==> config.mk <==
export PLATFORM = sky130hd
export DESIGN_NAME = vid_frame_sched
export DESIGN_NICKNAME = d
export VERILOG_FILES = /design/src/rtl/vid_timing_pkg.sv /design/src/rtl/vid_timing_cnt.sv /design/src/rtl/vid_frame_sched.sv
export SDC_FILE = /design/constraint.sdc
export NUM_CORES = 1
export LEC_CHECK = 0
export CAP_MARGIN = 20
export CELL_PAD_IN_SITES_DETAIL_PLACEMENT = 0
export CELL_PAD_IN_SITES_GLOBAL_PLACEMENT = 1
export CORE_MARGIN = 3
export CORE_UTILIZATION = 42
export CTS_CLUSTER_DIAMETER = 40
export DETAILED_ROUTE_END_ITERATION = 10
export PLACE_DENSITY_LB_ADDON = 0.1
export SLEW_MARGIN = 20
export SYNTH_ARGS = -nofsm -noshare
export SYNTH_HDL_FRONTEND = slang
export SYNTH_SLANG_ARGS = --single-unit
==> constraint.sdc <==
create_clock -name clk -period 3.7 [get_ports clk]
set_clock_uncertainty 0.1 [all_clocks]
set_input_delay 1.11 -clock clk [delete_from_list [all_inputs] [get_ports clk]]
set_output_delay 1.11 -clock clk [all_outputs]
set_load 0.02 [all_outputs]
==> src/rtl/vid_timing_pkg.sv <==
// Shared timing defaults and the scheduler state type for the video frame scheduler.
package vid_timing_pkg;

   localparam int DEF_H_SYNC  = 40;
   localparam int DEF_H_BACK  = 220;
   localparam int DEF_H_DISP  = 1280;
   localparam int DEF_H_FRONT = 110;
   localparam int DEF_V_SYNC  = 5;
   localparam int DEF_V_BACK  = 20;
   localparam int DEF_V_DISP  = 720;
   localparam int DEF_V_FRONT = 5;
   localparam int DEF_ADDR_W  = 20;
   localparam int PIX_W       = 8;

   typedef enum logic {
      IDLE = 1'b0,
      RUN  = 1'b1
   } sched_state_t;

   // Counter width able to hold 0..n-1, never narrower than one bit.
   function automatic int cnt_w(input int n);
      return (n > 1) ? $clog2(n) : 1;
   endfunction

endpackage

==> src/rtl/vid_timing_cnt.sv <==
// Raster h/v counters with sync/active decode and end-of-frame flag.
module vid_timing_cnt
   import vid_timing_pkg::*;
#(
   parameter int H_SYNC  = DEF_H_SYNC,
   parameter int H_BACK  = DEF_H_BACK,
   parameter int H_DISP  = DEF_H_DISP,
   parameter int H_TOTAL = DEF_H_SYNC + DEF_H_BACK + DEF_H_DISP + DEF_H_FRONT,
   parameter int V_SYNC  = DEF_V_SYNC,
   parameter int V_BACK  = DEF_V_BACK,
   parameter int V_DISP  = DEF_V_DISP,
   parameter int V_TOTAL = DEF_V_SYNC + DEF_V_BACK + DEF_V_DISP + DEF_V_FRONT
) (
   input  logic clk,
   input  logic rst_n,
   input  logic run,
   output logic vs,
   output logic hs,
   output logic act,
   output logic frame_end
);

   localparam int HW = cnt_w(H_TOTAL);
   localparam int VW = cnt_w(V_TOTAL);

   localparam logic [HW-1:0] H_LAST      = HW'(H_TOTAL - 1);
   localparam logic [HW-1:0] H_SYNC_END  = HW'(H_SYNC);
   localparam logic [HW-1:0] H_ACT_FIRST = HW'(H_SYNC + H_BACK);
   localparam logic [HW-1:0] H_ACT_LAST  = HW'(H_SYNC + H_BACK + H_DISP - 1);
   localparam logic [VW-1:0] V_LAST      = VW'(V_TOTAL - 1);
   localparam logic [VW-1:0] V_SYNC_END  = VW'(V_SYNC);
   localparam logic [VW-1:0] V_ACT_FIRST = VW'(V_SYNC + V_BACK);
   localparam logic [VW-1:0] V_ACT_LAST  = VW'(V_SYNC + V_BACK + V_DISP - 1);

   logic [HW-1:0] h_q, h_d;
   logic [VW-1:0] v_q, v_d;
   logic          h_last_s, v_last_s;

   assign h_last_s = (h_q == H_LAST);
   assign v_last_s = (v_q == V_LAST);

   // Next raster position; counters sit at 0/0 whenever the scheduler is idle.
   always_comb begin
      h_d = h_q;
      v_d = v_q;
      if (!run) begin
         h_d = '0;
         v_d = '0;
      end else if (h_last_s) begin
         h_d = '0;
         if (v_last_s) begin
            v_d = '0;
         end else begin
            v_d = v_q + VW'(1);
         end
      end else begin
         h_d = h_q + HW'(1);
      end
   end

   // Counter registers.
   always_ff @(posedge clk) begin
      if (!rst_n) begin
         h_q <= '0;
         v_q <= '0;
      end else begin
         h_q <= h_d;
         v_q <= v_d;
      end
   end

   assign vs        = run & (v_q < V_SYNC_END);
   assign hs        = run & (h_q < H_SYNC_END);
   assign act       = run & (h_q >= H_ACT_FIRST) & (h_q <= H_ACT_LAST)
                          & (v_q >= V_ACT_FIRST) & (v_q <= V_ACT_LAST);
   assign frame_end = run & h_last_s & v_last_s;

endmodule

==> src/rtl/vid_frame_sched.sv <==
// Frame scheduler: run/idle control, frame-buffer read addressing and a two-stage
// pipe that realigns sync/valid with the 1-cycle-latency RAM data.
module vid_frame_sched
   import vid_timing_pkg::*;
#(
   parameter  int H_SYNC  = DEF_H_SYNC,
   parameter  int H_BACK  = DEF_H_BACK,
   parameter  int H_DISP  = DEF_H_DISP,
   parameter  int H_FRONT = DEF_H_FRONT,
   parameter  int V_SYNC  = DEF_V_SYNC,
   parameter  int V_BACK  = DEF_V_BACK,
   parameter  int V_DISP  = DEF_V_DISP,
   parameter  int V_FRONT = DEF_V_FRONT,
   parameter  int ADDR_W  = DEF_ADDR_W,
   localparam int H_TOTAL = H_SYNC + H_BACK + H_DISP + H_FRONT,
   localparam int V_TOTAL = V_SYNC + V_BACK + V_DISP + V_FRONT
) (
   input  logic              clk,
   input  logic              rst_n,
   input  logic              start,
   input  logic              cont_mode,
   output logic              busy,
   output logic              frame_done,
   output logic [15:0]       frame_cnt,
   output logic              rd_en,
   output logic [ADDR_W-1:0] rd_addr,
   input  logic [PIX_W-1:0]  rd_data,
   output logic              out_vsync,
   output logic              out_hsync,
   output logic              out_valid,
   output logic [PIX_W-1:0]  out_data
);

   localparam logic [ADDR_W-1:0] PIX_LAST = ADDR_W'(H_DISP * V_DISP - 1);

   sched_state_t      state_q, state_d;
   logic [ADDR_W-1:0] addr_q, addr_d;
   logic              run_s, vs_s, hs_s, act_s, frame_end_s, rd_en_s;

   logic              vs_d1_q, vs_d1_d, hs_d1_q, hs_d1_d;
   logic              act_d1_q, act_d1_d, eof_d1_q, eof_d1_d;
   logic              out_vsync_q, out_vsync_d, out_hsync_q, out_hsync_d;
   logic              out_valid_q, out_valid_d, frame_done_q, frame_done_d;
   logic [PIX_W-1:0]  out_data_q, out_data_d;
   logic [15:0]       frame_cnt_q, frame_cnt_d;

   assign run_s   = (state_q == RUN);
   assign rd_en_s = act_s & run_s;

   vid_timing_cnt #(
      .H_SYNC  (H_SYNC),
      .H_BACK  (H_BACK),
      .H_DISP  (H_DISP),
      .H_TOTAL (H_TOTAL),
      .V_SYNC  (V_SYNC),
      .V_BACK  (V_BACK),
      .V_DISP  (V_DISP),
      .V_TOTAL (V_TOTAL)
   ) u_timing_cnt (
      .clk       (clk),
      .rst_n     (rst_n),
      .run       (run_s),
      .vs        (vs_s),
      .hs        (hs_s),
      .act       (act_s),
      .frame_end (frame_end_s)
   );

   // Run/idle control and pixel address; the address rewinds at every frame boundary.
   always_comb begin
      state_d = state_q;
      addr_d  = addr_q;
      case (state_q)
         IDLE: begin
            if (start) begin
               state_d = RUN;
               addr_d  = '0;
            end else begin
               state_d = IDLE;
            end
         end
         RUN: begin
            if (frame_end_s) begin
               state_d = cont_mode ? RUN : IDLE;
               addr_d  = '0;
            end else if (rd_en_s) begin
               addr_d = (addr_q == PIX_LAST) ? '0 : addr_q + ADDR_W'(1);
            end else begin
               addr_d = addr_q;
            end
         end
         default: begin
            state_d = IDLE;
            addr_d  = '0;
         end
      endcase
   end

   // Alignment pipe: stage 1 waits for RAM data, stage 2 drives the outputs.
   always_comb begin
      vs_d1_d      = vs_s;
      hs_d1_d      = hs_s;
      act_d1_d     = act_s;
      eof_d1_d     = frame_end_s;
      out_vsync_d  = vs_d1_q;
      out_hsync_d  = hs_d1_q;
      out_valid_d  = act_d1_q;
      out_data_d   = act_d1_q ? rd_data : 8'd0;
      frame_done_d = eof_d1_q;
      frame_cnt_d  = eof_d1_q ? frame_cnt_q + 16'd1 : frame_cnt_q;
   end

   // All scheduler state; reset aborts any frame in flight and clears the pipe.
   always_ff @(posedge clk) begin
      if (!rst_n) begin
         state_q      <= IDLE;
         addr_q       <= '0;
         vs_d1_q      <= 1'b0;
         hs_d1_q      <= 1'b0;
         act_d1_q     <= 1'b0;
         eof_d1_q     <= 1'b0;
         out_vsync_q  <= 1'b0;
         out_hsync_q  <= 1'b0;
         out_valid_q  <= 1'b0;
         out_data_q   <= 8'd0;
         frame_done_q <= 1'b0;
         frame_cnt_q  <= 16'd0;
      end else begin
         state_q      <= state_d;
         addr_q       <= addr_d;
         vs_d1_q      <= vs_d1_d;
         hs_d1_q      <= hs_d1_d;
         act_d1_q     <= act_d1_d;
         eof_d1_q     <= eof_d1_d;
         out_vsync_q  <= out_vsync_d;
         out_hsync_q  <= out_hsync_d;
         out_valid_q  <= out_valid_d;
         out_data_q   <= out_data_d;
         frame_done_q <= frame_done_d;
         frame_cnt_q  <= frame_cnt_d;
      end
   end

   assign busy       = run_s;
   assign rd_en      = rd_en_s;
   assign rd_addr    = addr_q;
   assign out_vsync  = out_vsync_q;
   assign out_hsync  = out_hsync_q;
   assign out_valid  = out_valid_q;
   assign out_data   = out_data_q;
   assign frame_done = frame_done_q;
   assign frame_cnt  = frame_cnt_q;

endmodule

==> flow_summary_export.csv <==
group,metric,value,unit
status,run_status,"finished clean",
routing,routed_wl,7.96,mm
clock_tree,cts_tree,"built",
timing,period_minus_slack,3.21,ns
logic_synthesis,syn_area,3450,um^2
critical_path,cp_max_fo,6,
clock_tree,h-tree-depth,3,
floorplan,initial_core_util,0.439,
global_route,first_global_vias,2795,
floorplan,io_pins,62,
critical_path,slowest_stage,"dfxtp_1",
cells_and_area,fin_util,0.555,
routing,post_drt_wl_per_cell,14.1,um
min_path,whs_endpoint,"out_hsync",
routing,drt-initial-drc-count,100,
routing,via_per_inst,5.39,
clock_tree,cts_buffers,9,
clock_tree,root_buffer,"clkbuf_8",
critical_path,startpoint_type,"flip-flop",
global_route,grt_max_degree,26,
critical_path,max_stage_delay,0.43,ns
timing,rsz0062_at_grt,"false",
cells_and_area,n_antenna_cell,0,
cells_and_area,drive_gt1_frac,0.0759,
global_route,grt_use_total,0.178,
timing,setup_slack,0.491,ns
logic_synthesis,synth_sequential_area_ratio,0.430,
routing,drc,0,
timing,worstMarginPinSlew,0.605,ns
logic_synthesis,postSynthNetCount,417,
logic_synthesis,synth_edf_count,0,
critical_path,cp_cell_sequence,"ha_1, nand3b_1, a41oi_1, a21o_1, nor2_2, dlymetal6s2s_1",
placed_design,post_dp_cell_area,4140,um^2
clock_tree,clock_sinks,74,
critical_path,r2r_end,"rd_addr[12]",
placed_design,place_inst,547,
logic_synthesis,async_flop_share,0,
timing,setup_viol,0,
cells_and_area,stdcell_count,563,
timing,maxSlewViolCount,0,
global_route,grt_busiest_layer,"met2",
critical_path,r2r_cells,7,
min_path,hold_path_class,"reg2reg",
clock_tree,clk_path_buf_depth,2,
critical_path,worstPathArrival,2.00,ns
global_route,use_met1,0.234,
power,leakagePower,1.46,nW
floorplan,rows,32,
floorplan,dieHeight,96.6,um
routing,drt.antenna.violating_nets,0,
power,p_total,1.53,mW
timing,relSlewSlack,0.595,
global_route,grt_use_met2,0.287,
cells_and_area,area_growth_syn_to_layout,26.3,%
floorplan,die_area,9330,um^2
timing,tns,0,ns
power,peakVddDrop,233,uV
placed_design,pre_cts_slack,0.409,ns
logic_synthesis,synth_common_cells,"dfxtp_1, nor2_1, nand2_1",
logic_synthesis,yosys.area.top_type_share,0.430,
routing,dr.pass1.iters,4,
logic_synthesis,syn_area_per_cell,8.68,um^2
power,power_density,350,nW/um^2
global_route,antenna_found_initial,0,
logic_synthesis,yosysWarnings,0,
logic_synthesis,synth_seq_cells,74,
global_route,met3_usage,0.0511,
critical_path,reg2reg_from,"rd_addr[0]",
logic_synthesis,ys_types,53,
critical_path,reg2reg_slack,1.04,ns
placed_design,post-dp-hpwl,5.63,mm
timing,worst_hold_slack,0.329,ns
logic_synthesis,synth_flop_cell,"dfxtp_1",
logic_synthesis,synth.most_common_cell,"dfxtp_1",
timing,timing.fmax,0.312,GHz
cells_and_area,fin_area,4350,um^2
cells_and_area,nNetsFinal,476,
global_route,overflow,0,
placed_design,port_buffers,61,
clock_tree,clock_latency,0.35,ns
logic_synthesis,synthCells,397,
routing,vias,3035,
timing,post-route-period-util,0.867,
min_path,hold_depth,1,
job,maxCapViolCount,0,
global_route,grt_first_pass_wirelength,13.1,mm
min_path,hold_start,"hs_d1_q",
floorplan,die_w,96.6,um
cells_and_area,fill_cells,773,
timing,hold_viol_final,0,
clock_tree,clk_pin_slew,0.08,ns
floorplan,coreArea,7850,um^2
critical_path,worstSetupPathType,"reg2out",
critical_path,required,2.49,ns
critical_path,worstSetupEndpointType,"output pin",
logic_synthesis,yosys.area.top_type,"dfxtp_1",
placed_design,routabilityCongestion,0.881,
logic_synthesis,synth_area_leaders,"dfxtp_1, xor2_1, nor2_1",
==> report_power, final <==
group / internal (mW) / leakage [nW] / switching [mW]
sequential: 0.799 / 0.597 / 0.00174
combinational: 0.0257 / 0.764 / 0.0386
clock: 0.337 / 0.103 / 0.323
==> how the worst max path moves through the flow <==
stage                              startpoint    end
after floorplan           u_timing_cnt.h_q[5]  rd_en
after global placement    u_timing_cnt.v_q[0]  rd_en
after detailed placement  u_timing_cnt.v_q[0]  rd_en
after CTS                 u_timing_cnt.v_q[0]  rd_en
after global routing      u_timing_cnt.v_q[0]  rd_en
final                     u_timing_cnt.h_q[0]  rd_en
==> registers in the layout, indices dropped and copies added (netlist names) <==
name              cells
out_data              8
frame_done            1
eof_d1_q              1
out_hsync             1
out_vsync_d           1
rd_addr              20
hs_d1_q               1
frame_cnt            16
u_timing_cnt.h_q     11
act_d1_q              1
u_timing_cnt.v_q     10
out_vsync             1
out_valid             1
busy                  1
==> critical path, delay by kind of cell, from the launching register on <==
| kind | cells | cell delay (ns) |
|---|---|---|
| AOI/OAI and AO/OA | 2 | 0.40 |
| buffers and inverters | 1 | 0.26 |
| adders and majority gates | 1 | 0.24 |
| DFF | 1 | 0.43 |
| and+or+nand+nor | 2 | 0.33 |
==> final cells by class <==
type                       count  area, um^2  area share
sequential                    74        1480       0.340
timing repair buffer          65         643       0.148
inverter                       7        26.3     0.00604
multi-input combinational    299        1860       0.428
clock inverter                 6        72.6      0.0167
clock buffer                  10         138      0.0316
tap                          102         128      0.0293
==> per-layer routing <==
metal,part of all wire,wire [um],vias up
met3,0.053,423,6
met5,0,0,-
met2,0.47,3760,61
met1,0.47,3710,1423
li1,-,-,1545
met4,0.0083,66,0
==> cell usage in the layout (no fill, tap or decap), types with 8 or more instances in the layout <==
master / count
clkdlybuf4s50_1: 60
or4_1: 11
nand3_1: 21
nor3_1: 9
xnor2_1: 8
nor2_1: 44
and3_1: 14
dfxtp_1: 74
nand4_1: 11
nand2_1: 37
a21oi_1: 24
and2_1: 8
ha_1: 8
clkbuf_8: 10
or3_1: 11
o21ai_0: 9
xor2_1: 20
==> logic make-up after synthesis <==
logic type      count (synthesis)  share of synthesized area
fa+ha+maj                       8                     0.0290
buf+inv                        24                     0.0301
flops                          74                      0.430
xor+xnor                       28                     0.0712
mux                             1                    0.00290
simple gates                  198                      0.321
compound gates                 64                      0.115
==> what timing repair did <==
item	CTS	global route
hold buffers	0	0
gates resized for setup	0	2
endpoints found under the setup margin	0	1
buffers inserted	0	0
Power figures use the tool's default switching activity.
